## src/rtl/sfx_sequencer.sv

```systemverilog
// Pong sound-effect sequencer: two-phase on/off patterns with a per-effect tone.
// Optional pre-emption by higher effect codes when SFX_PREEMPT_EN is defined.
module sfx_sequencer #(
  parameter int unsigned CLK_FREQ_HZ = 16000000,
  parameter int unsigned TICK_HZ     = 1000,
  parameter int unsigned TIME_W      = 4,
  parameter int unsigned REP_W       = 4,
  parameter int unsigned TONE_HALF_1 = 32,
  parameter int unsigned TONE_HALF_2 = 16,
  parameter int unsigned TONE_HALF_3 = 8
) (
  input  logic       clk,
  input  logic       rst_n,
  input  logic [1:0] snd_sel,
  input  logic       mute,
  output logic       snd_ack,
  output logic       busy,
  output logic [1:0] cur_snd,
  output logic       audio_o
);

  localparam int unsigned TICK_DIV = CLK_FREQ_HZ / TICK_HZ;
  localparam int unsigned DIV_W = $clog2(TICK_DIV);
  localparam int unsigned TH_12 =
    (TONE_HALF_1 > TONE_HALF_2) ? TONE_HALF_1 : TONE_HALF_2;
  localparam int unsigned TH_MAX =
    (TH_12 > TONE_HALF_3) ? TH_12 : TONE_HALF_3;
  localparam int unsigned TONE_W =
    (TH_MAX < 2) ? 1 : $clog2(TH_MAX + 1);

  typedef enum logic [2:0] {
    S_IDLE, S_WAIT, S_A_ON, S_A_OFF, S_B_ON, S_B_OFF
  } state_e;

  typedef enum logic [2:0] {
    P_AON, P_AOFF, P_AEND, P_BON, P_BOFF, P_BEND, P_DONE
  } pt_e;

  state_e state_q, state_d;
  logic [DIV_W-1:0]  div_q, div_d;
  logic [TIME_W-1:0] seg_q, seg_d;
  logic [REP_W-1:0]  rep_q, rep_d;
  logic [1:0]        cur_q, cur_d;
  logic [TONE_W-1:0] tcnt_q, tcnt_d;
  logic              lvl_q, lvl_d;
  logic              busy_q, busy_d;
  logic              accept_q, accept_d;
  logic              ack_q;
  logic              audio_q, audio_d;

  logic tick, tick_end, go, done, start_seg, on_d;
  pt_e  pt;
  logic [REP_W-1:0]  rem;
  logic [TIME_W-1:0] a_on, a_off, b_on, b_off;
  logic [REP_W-1:0]  a_reps, b_reps;
  logic [TONE_W-1:0] half;

  assign tick = (div_q == DIV_W'(TICK_DIV - 1));
  assign div_d = tick ? '0 : div_q + DIV_W'(1);
  assign tick_end = tick && (seg_q <= TIME_W'(1));

  always_comb begin
    a_on = '0; a_off = '0; a_reps = '0;
    b_on = '0; b_off = '0; b_reps = '0;
    case (cur_q)
      2'd1: begin
        a_on = TIME_W'(3); a_off = TIME_W'(1); a_reps = REP_W'(10);
        b_on = TIME_W'(1); b_off = TIME_W'(10); b_reps = REP_W'(2);
      end
      2'd2: begin
        a_on = TIME_W'(3); a_off = TIME_W'(1); a_reps = REP_W'(10);
      end
      2'd3: begin
        a_on = TIME_W'(2); a_off = TIME_W'(2); a_reps = REP_W'(4);
      end
      default: ;
    endcase
  end

  always_comb begin
    state_d   = state_q;
    seg_d     = seg_q;
    rep_d     = rep_q;
    cur_d     = cur_q;
    accept_d  = 1'b0;
    go        = 1'b0;
    done      = 1'b0;
    start_seg = 1'b0;
    pt        = P_DONE;
    rem       = rep_q;

    case (state_q)
      S_IDLE: if (snd_sel != 2'd0) begin
        state_d  = S_WAIT;
        cur_d    = snd_sel;
        accept_d = 1'b1;
      end
      S_WAIT: if (tick) begin
        go = 1'b1; pt = P_AON; rem = a_reps;
      end
      S_A_ON: if (tick_end) begin
        go = 1'b1; pt = P_AOFF;
      end else if (tick) seg_d = seg_q - TIME_W'(1);
      S_A_OFF: if (tick_end) begin
        go = 1'b1; pt = P_AEND;
      end else if (tick) seg_d = seg_q - TIME_W'(1);
      S_B_ON: if (tick_end) begin
        go = 1'b1; pt = P_BOFF;
      end else if (tick) seg_d = seg_q - TIME_W'(1);
      S_B_OFF: if (tick_end) begin
        go = 1'b1; pt = P_BEND;
      end else if (tick) seg_d = seg_q - TIME_W'(1);
      default: state_d = S_IDLE;
    endcase

    // Walk past zero-length segments and empty phases within one cycle
    if (go) begin
      for (int i = 0; i < 8; i++) begin
        if (!done) begin
          case (pt)
            P_AON:
              if (rem == '0 || (a_on == '0 && a_off == '0)) begin
                pt = P_BON; rem = b_reps;
              end else if (a_on != '0) begin
                state_d = S_A_ON; seg_d = a_on; done = 1'b1;
              end else pt = P_AOFF;
            P_AOFF:
              if (a_off != '0) begin
                state_d = S_A_OFF; seg_d = a_off; done = 1'b1;
              end else pt = P_AEND;
            P_AEND: begin
              if (rem != '0) rem = rem - REP_W'(1);
              if (rem != '0) pt = P_AON;
              else begin
                pt = P_BON; rem = b_reps;
              end
            end
            P_BON:
              if (rem == '0 || (b_on == '0 && b_off == '0)) pt = P_DONE;
              else if (b_on != '0) begin
                state_d = S_B_ON; seg_d = b_on; done = 1'b1;
              end else pt = P_BOFF;
            P_BOFF:
              if (b_off != '0) begin
                state_d = S_B_OFF; seg_d = b_off; done = 1'b1;
              end else pt = P_BEND;
            P_BEND: begin
              if (rem != '0) rem = rem - REP_W'(1);
              pt = (rem != '0) ? P_BON : P_DONE;
            end
            default: begin
              state_d = S_IDLE; cur_d = 2'd0;
              seg_d = '0; rem = '0; done = 1'b1;
            end
          endcase
        end
      end
      if (!done) begin
        state_d = S_IDLE; cur_d = 2'd0; seg_d = '0; rem = '0;
      end
      rep_d     = rem;
      start_seg = (state_d != S_IDLE);
    end

`ifdef SFX_PREEMPT_EN
    if (state_q != S_IDLE && snd_sel > cur_q) begin
      state_d   = S_WAIT;
      cur_d     = snd_sel;
      accept_d  = 1'b1;
      start_seg = 1'b0;
      seg_d     = '0;
      rep_d     = '0;
    end
`endif

    busy_d = (state_d != S_IDLE);
  end

  always_comb begin
    half = '0;
    case (cur_d)
      2'd1: half = TONE_W'(TONE_HALF_1);
      2'd2: half = TONE_W'(TONE_HALF_2);
      2'd3: half = TONE_W'(TONE_HALF_3);
      default: ;
    endcase
    on_d   = (state_d == S_A_ON) || (state_d == S_B_ON);
    lvl_d  = lvl_q;
    tcnt_d = tcnt_q;
    if (!on_d) begin
      lvl_d = 1'b0; tcnt_d = '0;
    end else if (start_seg) begin
      lvl_d = 1'b1; tcnt_d = '0;
    end else if (half == '0) begin
      lvl_d = 1'b1;
    end else if (tcnt_q == half - TONE_W'(1)) begin
      lvl_d = ~lvl_q; tcnt_d = '0;
    end else begin
      tcnt_d = tcnt_q + TONE_W'(1);
    end
    // Mute gates only the pin so the tone keeps its phase
    audio_d = lvl_d & ~mute;
  end

  always_ff @(posedge clk or negedge rst_n) begin
    if (!rst_n) begin
      state_q  <= S_IDLE;
      div_q    <= '0;
      seg_q    <= '0;
      rep_q    <= '0;
      cur_q    <= 2'd0;
      tcnt_q   <= '0;
      lvl_q    <= 1'b0;
      busy_q   <= 1'b0;
      accept_q <= 1'b0;
      ack_q    <= 1'b0;
      audio_q  <= 1'b0;
    end else begin
      state_q  <= state_d;
      div_q    <= div_d;
      seg_q    <= seg_d;
      rep_q    <= rep_d;
      cur_q    <= cur_d;
      tcnt_q   <= tcnt_d;
      lvl_q    <= lvl_d;
      busy_q   <= busy_d;
      accept_q <= accept_d;
      ack_q    <= accept_q;
      audio_q  <= audio_d;
    end
  end

  assign snd_ack = ack_q;
  assign busy    = busy_q;
  assign cur_snd = cur_q;
  assign audio_o = audio_q;

endmodule
```

## config.mk

```make
export PLATFORM = sky130hd
export DESIGN_NAME = sfx_sequencer
export DESIGN_NICKNAME = d
export VERILOG_FILES = /design/src/rtl/sfx_sequencer.sv
export SDC_FILE = /design/constraint.sdc
export NUM_CORES = 1
export LEC_CHECK = 0
export ABC_AREA = 0
export CELL_PAD_IN_SITES_DETAIL_PLACEMENT = 1
export CELL_PAD_IN_SITES_GLOBAL_PLACEMENT = 2
export CORE_MARGIN = 4
export CORE_UTILIZATION = 38
export DETAILED_ROUTE_END_ITERATION = 6
export PLACE_DENSITY = 0.86
export SYNTH_ARGS = -nofsm -noshare
export SYNTH_HDL_FRONTEND = slang
export SYNTH_SLANG_ARGS = --single-unit
```

## constraint.sdc

```tcl
create_clock -name clk -period 9.5 [get_ports clk]
set_clock_uncertainty 0.15 [all_clocks]
set_input_delay 0.95 -clock clk [delete_from_list [all_inputs] [get_ports clk]]
set_output_delay 0.95 -clock clk [all_outputs]
set_load 0.05 [all_outputs]
```

==> results of run 1 <==
## sequential cells by signal, summed over array words and instances (netlist names)
register  cells
accept_q      1
audio_o       1
busy          1
cur_snd       2
div_q        14
lvl_q         1
rep_q         4
seg_q         4
snd_ack       1
state_q       3
tcnt_q        6
## placed cells by master (no fill, tap or decap), types with 4 or more instances in the layout
cell             synthesis  layout
nor2_1                  53      53
nand2_1                 48      48
o21ai_0                 46      46
dfrtp_1                 38      38
a21oi_1                 36      36
nand3_1                 23      23
inv_1                   16      16
nor3_1                  15      15
a31oi_1                 14      14
ha_1                    14      14
or3_1                   13      13
nor4_1                   9       9
xor2_1                   9       9
and3_1                   8       8
nand2b_1                 8       8
or2_2                    8       8
xnor2_1                  8       8
clkdlybuf4s50_1          0       8
nand4_1                  7       7
o22ai_1                  6       6
clkbuf_8                 0       6
o31ai_1                  5       5
nor3b_1                  4       4
or4_1                    4       4
o21ai_1                  4       4
o21a_1                   4       4
and2_1                   4       4
## per-stage QoR
stage / setup WS (ps) / instances / utilization / area, um^2 / hold WS [ps]
after floorplan: 2129 / 503 / - / 3799 / 181.2
after global placement: 1330 / 626 / 0.4057 / 3965 / 184.7
after detailed placement: 978.5 / 626 / 0.4057 / 3965 / 197.8
after CTS: 899.0 / 634 / 0.4154 / 4060 / 215.8
after global routing: 26.49 / 634 / 0.4154 / 4060 / 225.6
final: 824.8 / 634 / 0.4154 / 4060 / 212.7
## final cells by class
cell class / count / area (um^2)
fill: 1255 / 5714
multi-input combinational: 429 / 2695
inverter: 16 / 60.06
clock buffer: 6 / 82.58
tap: 133 / 166.4
sequential: 38 / 950.9
clock inverter: 2 / 12.51
timing repair buffer: 10 / 92.59
## layer usage
metal	GRT usage	vias to the layer above
li1	-	1870
met5	0	-
met3	0.02090	31
met1	0.3003	1995
met4	0.09017	0
met2	0.3734	111
## path summary, 6_finish.rpt
check / startpoint / endpoint / slack, ps / cells past startpoint
max: state_q[1] / tcnt_q[4] / 820 / 33
min: accept_q / snd_ack / 210 / 0
max reg2reg: state_q[1] / tcnt_q[4] / 820 / 33
min reg2reg: accept_q / snd_ack / 210 / 0
max in group asynchronous: rst_n / seg_q[2] / 8060 / 1
min in group asynchronous: rst_n / div_q[5] / 610 / 1
## report_power, final
part           internal [mW]  switching [mW]  total (mW)
Clock                 0.0583          0.0592       0.118
Sequential             0.162               0       0.162
Combinational        0.00126         0.00348     0.00474
## logic make-up after synthesis
| family | count (synthesis) | share of synthesized area |
|---|---|---|
| fa+ha+maj | 14 | 0.04611 |
| xor+xnor | 17 | 0.03920 |
| buf+inv | 36 | 0.04018 |
| simple gates | 225 | 0.3149 |
| mux | 4 | 0.01153 |
| compound gates | 169 | 0.2978 |
| flops | 38 | 0.2503 |
==> impl_metrics.py, run 1 <==
metrics = {
    "global_route": {
        "grt_max_degree": 39,
        "grt_pass1_vias": 4017,
        "antenna_found_initial": 0,
        "grt-ovfl-total": 0,
        "track_usage": 0.2246,
        "grt_pass1_wl_mm": 20.97,
    },
    "logic_synthesis": {
        "yosysMostFrequentCell": "nor2_1",
        "synth_area_leaders": "dfrtp_1 25%, o21ai_0 6.1%, nor2_1 5.2%",
        "ys_seq_elements": 38,
        "synthArstFlopShare": 1.000,
        "syn-num-nets": 522,
        "ys_types": 78,
        "synth_flop_cell": "dfrtp_1",
        "synth_sequential_area_ratio": 0.2503,
        "synth_warnings": 0,
        "ys_top_cells_by_count": "53 x nor2_1, 48 x nand2_1, 46 x o21ai_0",
        "syn_area_um2": 3799,
        "postSynthCellCount": 503,
        "avgSynthCellArea_um2": 7.552,
        "synth_edf_count": 0,
        "synth_top_area_share": 0.2503,
        "synth_largest_area_cell": "dfrtp_1",
    },
    "die": {
        "core_area_um2": 9774,
        "die_w_um": 108.0,
        "num_io_pins": 10,
        "die_area_um2": 11660,
        "dieHeight_um": 108.0,
        "row_count": 36,
        "start_util": 0.3886,
    },
    "cts": {
        "cts_tree": "built",
        "numCtsBuffers": 5,
        "insertion_delay_ps": 290,
        "clk_pin_slew_worst_paths_ps": 80,
        "ctsResizeCount": 0,
        "htreeDepth": 2,
        "cts-root-buf": "clkbuf_8",
        "cts_setup_buffers": 0,
        "holdBufCountCts": 0,
        "cts_sinks": 38,
        "cts_buffer_depth": 2,
    },
    "timing": {
        "finalHoldViolCount": 0,
        "post-route-period-util": 0.9132,
        "worst_slew_pin_slew_ps": 1142,
        "fmax_mhz": 115.3,
        "fin_tns_setup_ps": 0,
        "slew_viol_final": 0,
        "slew_headroom": 0.2387,
        "period_needed_ps": 8675,
        "setup-violations-final": 0,
        "rsz0062_at_grt": "no",
    },
    "pwr": {
        "total_leakage_power_nw": 1.605,
        "ir_drop_uv": 54.56,
        "power_mw": 0.2839,
        "pwr_density_cell_nw_per_um2": 69.92,
    },
    "status": {
        "outcome": "finished clean",
    },
    "placement": {
        "gp_congestion": 0.9294,
        "io_buffer_count": 9,
        "place_hpwl_mm": 10.08,
    },
    "setup_path": {
        "crit_required_ps": 9550,
        "crit_type": "reg -> reg",
        "worst-path-max-fanout": 14,
        "start_kind": "register",
        "cpMostUsedCell": "ha_1",
        "cp_top_family": "compound AO/OA/AOI/OAI gates",
        "crit_slowest_cell": "dfrtp_1",
        "cp.arrival_ps": 8730,
        "end_kind": "register",
        "cp_num_buf_inv": 2,
        "critPathMaxStageDelay_ps": 550,
    },
    "detailed_routing": {
        "drtAntennaViolNets": 0,
        "wl_met1_mm": 5.842,
        "drt_iter0_drc": 290,
        "remaining_drc_errors": 0,
        "drt_wl_total_mm": 12.86,
        "wl_met2_mm": 6.070,
        "wl_per_cell_um": 20.28,
        "top_layer_used": "met4",
        "drt-pass1-iter-count": 4,
        "met3_length_um": 531,
        "vias_per_cell": 6.320,
        "vias": 4007,
    },
    "layout": {
        "antenna_cells": 0,
        "syn2layout_area_growth_pct": 6.884,
        "layout-drive-gt1-share": 0.08782,
        "final_nets": 519,
    },
    "worst_hold_path": {
        "hold_class": "reg -> reg",
    },
    "flow_run": {
        "cap_violations": 0,
    },
}
Power figures use the tool's default switching activity.
==> run 2: changes to the inputs <==
--- a/config.mk
+++ b/config.mk
@@ -12,6 +12,7 @@
 export CORE_UTILIZATION = 38
 export DETAILED_ROUTE_END_ITERATION = 6
 export PLACE_DENSITY = 0.86
+export SLEW_MARGIN = 25
 export SYNTH_ARGS = -nofsm -noshare
 export SYNTH_HDL_FRONTEND = slang
 export SYNTH_SLANG_ARGS = --single-unit
==> impl_metrics.py, run 2 (synthesized netlist as in run 1, its figures left out) <==
metrics = {
    "status": {
        "outcome": "finished clean",
    },
    "die": {
        "dieHeight_um": 108.0,
        "die_area_um2": 11660,
        "num_io_pins": 10,
        "row_count": 36,
        "start_util": 0.3886,
        "core_area_um2": 9774,
        "die_w_um": 108.0,
    },
    "worst_hold_path": {
        "hold_class": "reg -> reg",
    },
    "cts": {
        "cts_sinks": 38,
        "htreeDepth": 2,
        "cts_buffer_depth": 2,
        "insertion_delay_ps": 300,
        "cts_setup_buffers": 0,
        "clk_pin_slew_worst_paths_ps": 90,
        "numCtsBuffers": 5,
        "ctsResizeCount": 0,
        "cts_tree": "built",
        "cts-root-buf": "clkbuf_8",
        "holdBufCountCts": 0,
    },
    "placement": {
        "place_hpwl_mm": 10.05,
        "placed_area_um2": 3969,
        "io_buffer_count": 9,
        "gp_congestion": 0.9294,
        "dp_cells": 626,
    },
    "detailed_routing": {
        "drt-pass1-iter-count": 4,
        "remaining_drc_errors": 0,
        "vias_per_cell": 6.233,
        "wl_per_cell_um": 20.21,
        "vias": 3952,
        "drt_iter0_drc": 267,
        "drtAntennaViolNets": 0,
        "drt_wl_total_mm": 12.81,
    },
    "layout": {
        "layout-drive-gt1-share": 0.08982,
        "largest_register": "div_q",
        "reg.largest.list": "div_q (14), tcnt_q (6)",
        "num-fill-cells": 1262,
        "syn2layout_area_growth_pct": 8.103,
        "final_nets": 519,
        "fin_cells": 634,
        "antenna_cells": 0,
        "final_cell_mix": "53 x nor2_1, 48 x nand2_1, 46 x o21ai_0, 38 x dfrtp_1, 35 x a21oi_1",
        "design_area_um2": 4106,
        "final_common_cell": "nor2_1",
        "largest_reg_flops": 14,
    },
    "setup_path": {
        "cp_top_family": "compound AO/OA/AOI/OAI gates",
        "critPathMaxStageDelay_ps": 540,
        "end_kind": "register",
        "crit_required_ps": 9550,
        "cp_num_buf_inv": 2,
        "crit_slowest_cell": "dfrtp_1",
        "start_kind": "register",
        "crit_type": "reg -> reg",
        "cpMostUsedCell": "ha_1",
        "worst-path-max-fanout": 14,
        "cp.arrival_ps": 8680,
        "regToRegSetupSlack_ps": 870,
    },
    "timing": {
        "holdWs_ps": 210.7,
        "worst_slew_pin_slew_ps": 1024,
        "post-route-period-util": 0.9085,
        "fmax_mhz": 115.9,
        "finalHoldViolCount": 0,
        "rsz0062_at_grt": "no",
        "slew_viol_final": 0,
        "period_needed_ps": 8631,
        "fin_tns_setup_ps": 0,
        "setup-violations-final": 0,
        "slew_headroom": 0.3077,
    },
    "global_route": {
        "antenna_found_initial": 0,
        "grt-ovfl-total": 0,
        "grt_pass1_wl_mm": 20.67,
        "track_usage": 0.2229,
        "grt_pass1_vias": 3924,
        "grt_max_degree": 39,
    },
    "pwr": {
        "ir_drop_uv": 61.69,
        "total_leakage_power_nw": 1.627,
        "pwr_density_cell_nw_per_um2": 81.42,
    },
    "flow_run": {
        "cap_violations": 0,
    },
}
==> run 2: changes by cell type in the layout (fill, tap and decap cells not counted) <==
cell        previous run  this run
clkinv_2               1         0
a21oi_2                1         2
bufinv_16              0         2
clkinv_4               0         1
a21oi_1               36        35
clkinvlp_4             1         0
clkbuf_8               6         5
==> run 2: path summary, 6_finish.rpt <==
check | from | to | depth (start not counted)
worst max-delay path | state_q[1] | tcnt_q[4] | 33
worst min-delay path | accept_q | snd_ack | 0
worst max register to register | state_q[1] | tcnt_q[4] | 33
worst min register to register | accept_q | snd_ack | 0
max in group asynchronous | rst_n | seg_q[0] | 1
min in group asynchronous | rst_n | div_q[5] | 1
==> run 2: area by class of cell <==
cell class              instances  area, um^2  area share
clock buffers                   5       68.82     0.01676
clock inverters                 3       68.82     0.01676
inverters                      16       60.06     0.01463
multi-input cells             429        2699      0.6572
flip-flops and latches         38       950.9      0.2316
well taps                     133       166.4     0.04052
repair buffers                 10       92.59     0.02255
==> run 2: per-layer routing <==
| metal | GRT usage | vias to the layer above | wire length, um |
|---|---|---|---|
| met2 | 0.3717 | 98 | 6069 |
| li1 | - | 1875 | - |
| met1 | 0.2987 | 1955 | 5899 |
| met3 | 0.02090 | 24 | 479 |
| met4 | 0.08566 | 0 | 365 |
| met5 | 0 | - | 0 |
==> run 2: through the flow <==
stage	setup slack (ps)	util	power [mW]
finish	869.0	0.4201	0.3344
global route	129.1	0.4201	0.3458
CTS	976.4	0.4201	0.3388
detailed placement	1050	0.4060	0.1698
global placement	1330	0.4057	0.1697
floorplan	2129	-	0.1649
==> run 2: power breakdown <==
part	switching (mW)	internal, mW
combinational	0.00350	0.00126
clock	0.0628	0.105
sequential	0	0.162
==> run 3: changes to the inputs <==
==> constraint.sdc (replaced) <==
create_clock -name clk -period 8.8 [get_ports clk]
set_clock_uncertainty 0.15 [all_clocks]
set_input_delay 0.88 -clock clk [delete_from_list [all_inputs] [get_ports clk]]
set_output_delay 0.88 -clock clk [all_outputs]
set_load 0.05 [all_outputs]
==> impl_metrics.py, run 3 (synthesized netlist as in run 1, its figures left out) <==
metrics = {
    "layout": {
        "multi_input_area_um2": 2699,
        "largest_register": "div_q",
        "num-fill-cells": 1260,
        "reg.largest.list": "div_q (14), tcnt_q (6)",
        "largest_reg_flops": 14,
        "final_nets": 526,
        "antenna_cells": 0,
        "layout-drive-gt1-share": 0.1043,
        "ff_latch_area_um2": 952.2,
        "design_area_um2": 4118,
        "final_common_cell": "nor2_1",
        "syn2layout_area_growth_pct": 8.399,
        "final_cell_mix": "53 x nor2_1, 48 x nand2_1, 45 x o21ai_0, 37 x dfrtp_1, 35 x a21oi_1",
    },
    "placement": {
        "io_buffer_count": 9,
        "gp_congestion": 0.9372,
        "place_hpwl_mm": 10.20,
        "placed_area_um2": 4010,
        "dpl_worst_slack_ps": 473.1,
    },
    "detailed_routing": {
        "wl_per_cell_um": 20.07,
        "vias": 3959,
        "drt_iter0_drc": 271,
        "drtAntennaViolNets": 0,
        "drt_wl_total_mm": 12.86,
        "vias_per_cell": 6.176,
        "remaining_drc_errors": 0,
        "drt-pass1-iter-count": 5,
    },
    "setup_path": {
        "crit_slowest_cell": "or3_1",
        "crit_required_ps": 8850,
        "start_kind": "register",
        "cp_num_buf_inv": 1,
        "crit_type": "reg -> reg",
        "regToRegSetupSlack_ps": 510,
        "critPathMaxStageDelay_ps": 620,
        "r2r_end": "tcnt_q[4]",
        "cp.arrival_ps": 8340,
        "worst-path-max-fanout": 9,
        "cp_top_family": "compound AO/OA/AOI/OAI gates",
        "end_kind": "register",
        "reg2reg_depth": 33,
        "reg2reg_from": "div_q[0]",
        "cpMostUsedCell": "ha_1",
        "cp.depth": 33,
    },
    "worst_hold_path": {
        "min_from": "accept_q",
        "hold_end": "snd_ack",
        "whs_path_depth": 0,
        "hold_class": "reg -> reg",
    },
    "pwr": {
        "ir_drop_uv": 69.68,
        "total_leakage_power_nw": 1.636,
        "pwr_density_cell_nw_per_um2": 74.46,
        "power_mw": 0.3066,
    },
    "cts": {
        "numCtsBuffers": 5,
        "cts_buffer_depth": 2,
        "cts-root-buf": "clkbuf_8",
        "cts_sinks": 38,
        "clk_pin_slew_worst_paths_ps": 80,
        "cts_tree": "built",
        "insertion_delay_ps": 290,
        "htreeDepth": 2,
    },
    "timing": {
        "slew_headroom": 0.3150,
        "period_needed_ps": 8294,
        "worst_slew_pin_slew_ps": 1013,
        "fmax_mhz": 120.6,
        "post-route-period-util": 0.9424,
        "fin_tns_setup_ps": 0,
        "slew_viol_final": 0,
        "holdWs_ps": 202.1,
        "finalHoldViolCount": 0,
        "final.setup.worst_slack_ps": 506.5,
        "setup-violations-final": 0,
    },
    "die": {
        "dieHeight_um": 108.0,
        "num_io_pins": 10,
        "core_area_um2": 9774,
        "start_util": 0.3886,
        "row_count": 36,
        "die_area_um2": 11660,
        "die_w_um": 108.0,
    },
    "status": {
        "outcome": "finished clean",
    },
    "global_route": {
        "grt_max_degree": 39,
        "antenna_found_initial": 0,
        "grt-ovfl-total": 0,
        "grt_pass1_vias": 3935,
        "grt_pass1_wl_mm": 21.02,
        "track_usage": 0.2254,
    },
    "flow_run": {
        "cap_violations": 0,
    },
}
## run 3: cell types whose count changed in the layout (fill, tap and decap cells not counted), sizes merged
| cell | change |
|---|---|
| clkbuf | +1 |
| clkinvlp | +1 |
| bufinv | -2 |
| buf | +7 |
## run 3: repair_timing
action,CTS,global route
gates resized for setup,0,2
buffers inserted,0,1
hold buffers,0,0
endpoints found under the setup margin,0,8
## run 3: metrics by stage
stage	util	cells
finish	0.4213	641
global route	0.4213	641
CTS	0.4200	640
detailed placement	0.4103	632
global placement	0.4103	632
floorplan	-	503
## run 3: layout make-up
type | instances | share of cell area
multi-input cells | 429 | 0.6554
flip-flops and latches | 38 | 0.2312
well taps | 133 | 0.04041
repair buffers | 17 | 0.03525
clock buffers | 6 | 0.02005
inverters | 16 | 0.01459
clock inverters | 2 | 0.003039
## run 3: report_power, final
part,internal (mW),switching (mW)
Combinational,0.00136,0.00379
Clock,0.0630,0.0640
Sequential,0.174,0
Total,0.239,0.0678
## run 3: layer usage
layer  share of wire  up-vias  GRT usage
li1                -     1880          -
met1            0.46     1970     0.3003
met2            0.48       82     0.3854
met3           0.033       27    0.02507
met4           0.024        0    0.06492
met5               0        -          0
## run 3: worst max-delay path by stage
stage / start / to / slack [ps]
6_report: div_q[0] / tcnt_q[4] / 510
2_1_floorplan: cur_snd[0] / tcnt_q[4] / 1430
3_5_place_dp: state_q[1] / tcnt_q[4] / 470
3_3_place_gp: state_q[1] / tcnt_q[4] / 840
5_1_grt: div_q[0] / tcnt_q[4] / -70
4_1_cts: state_q[1] / tcnt_q[4] / 410
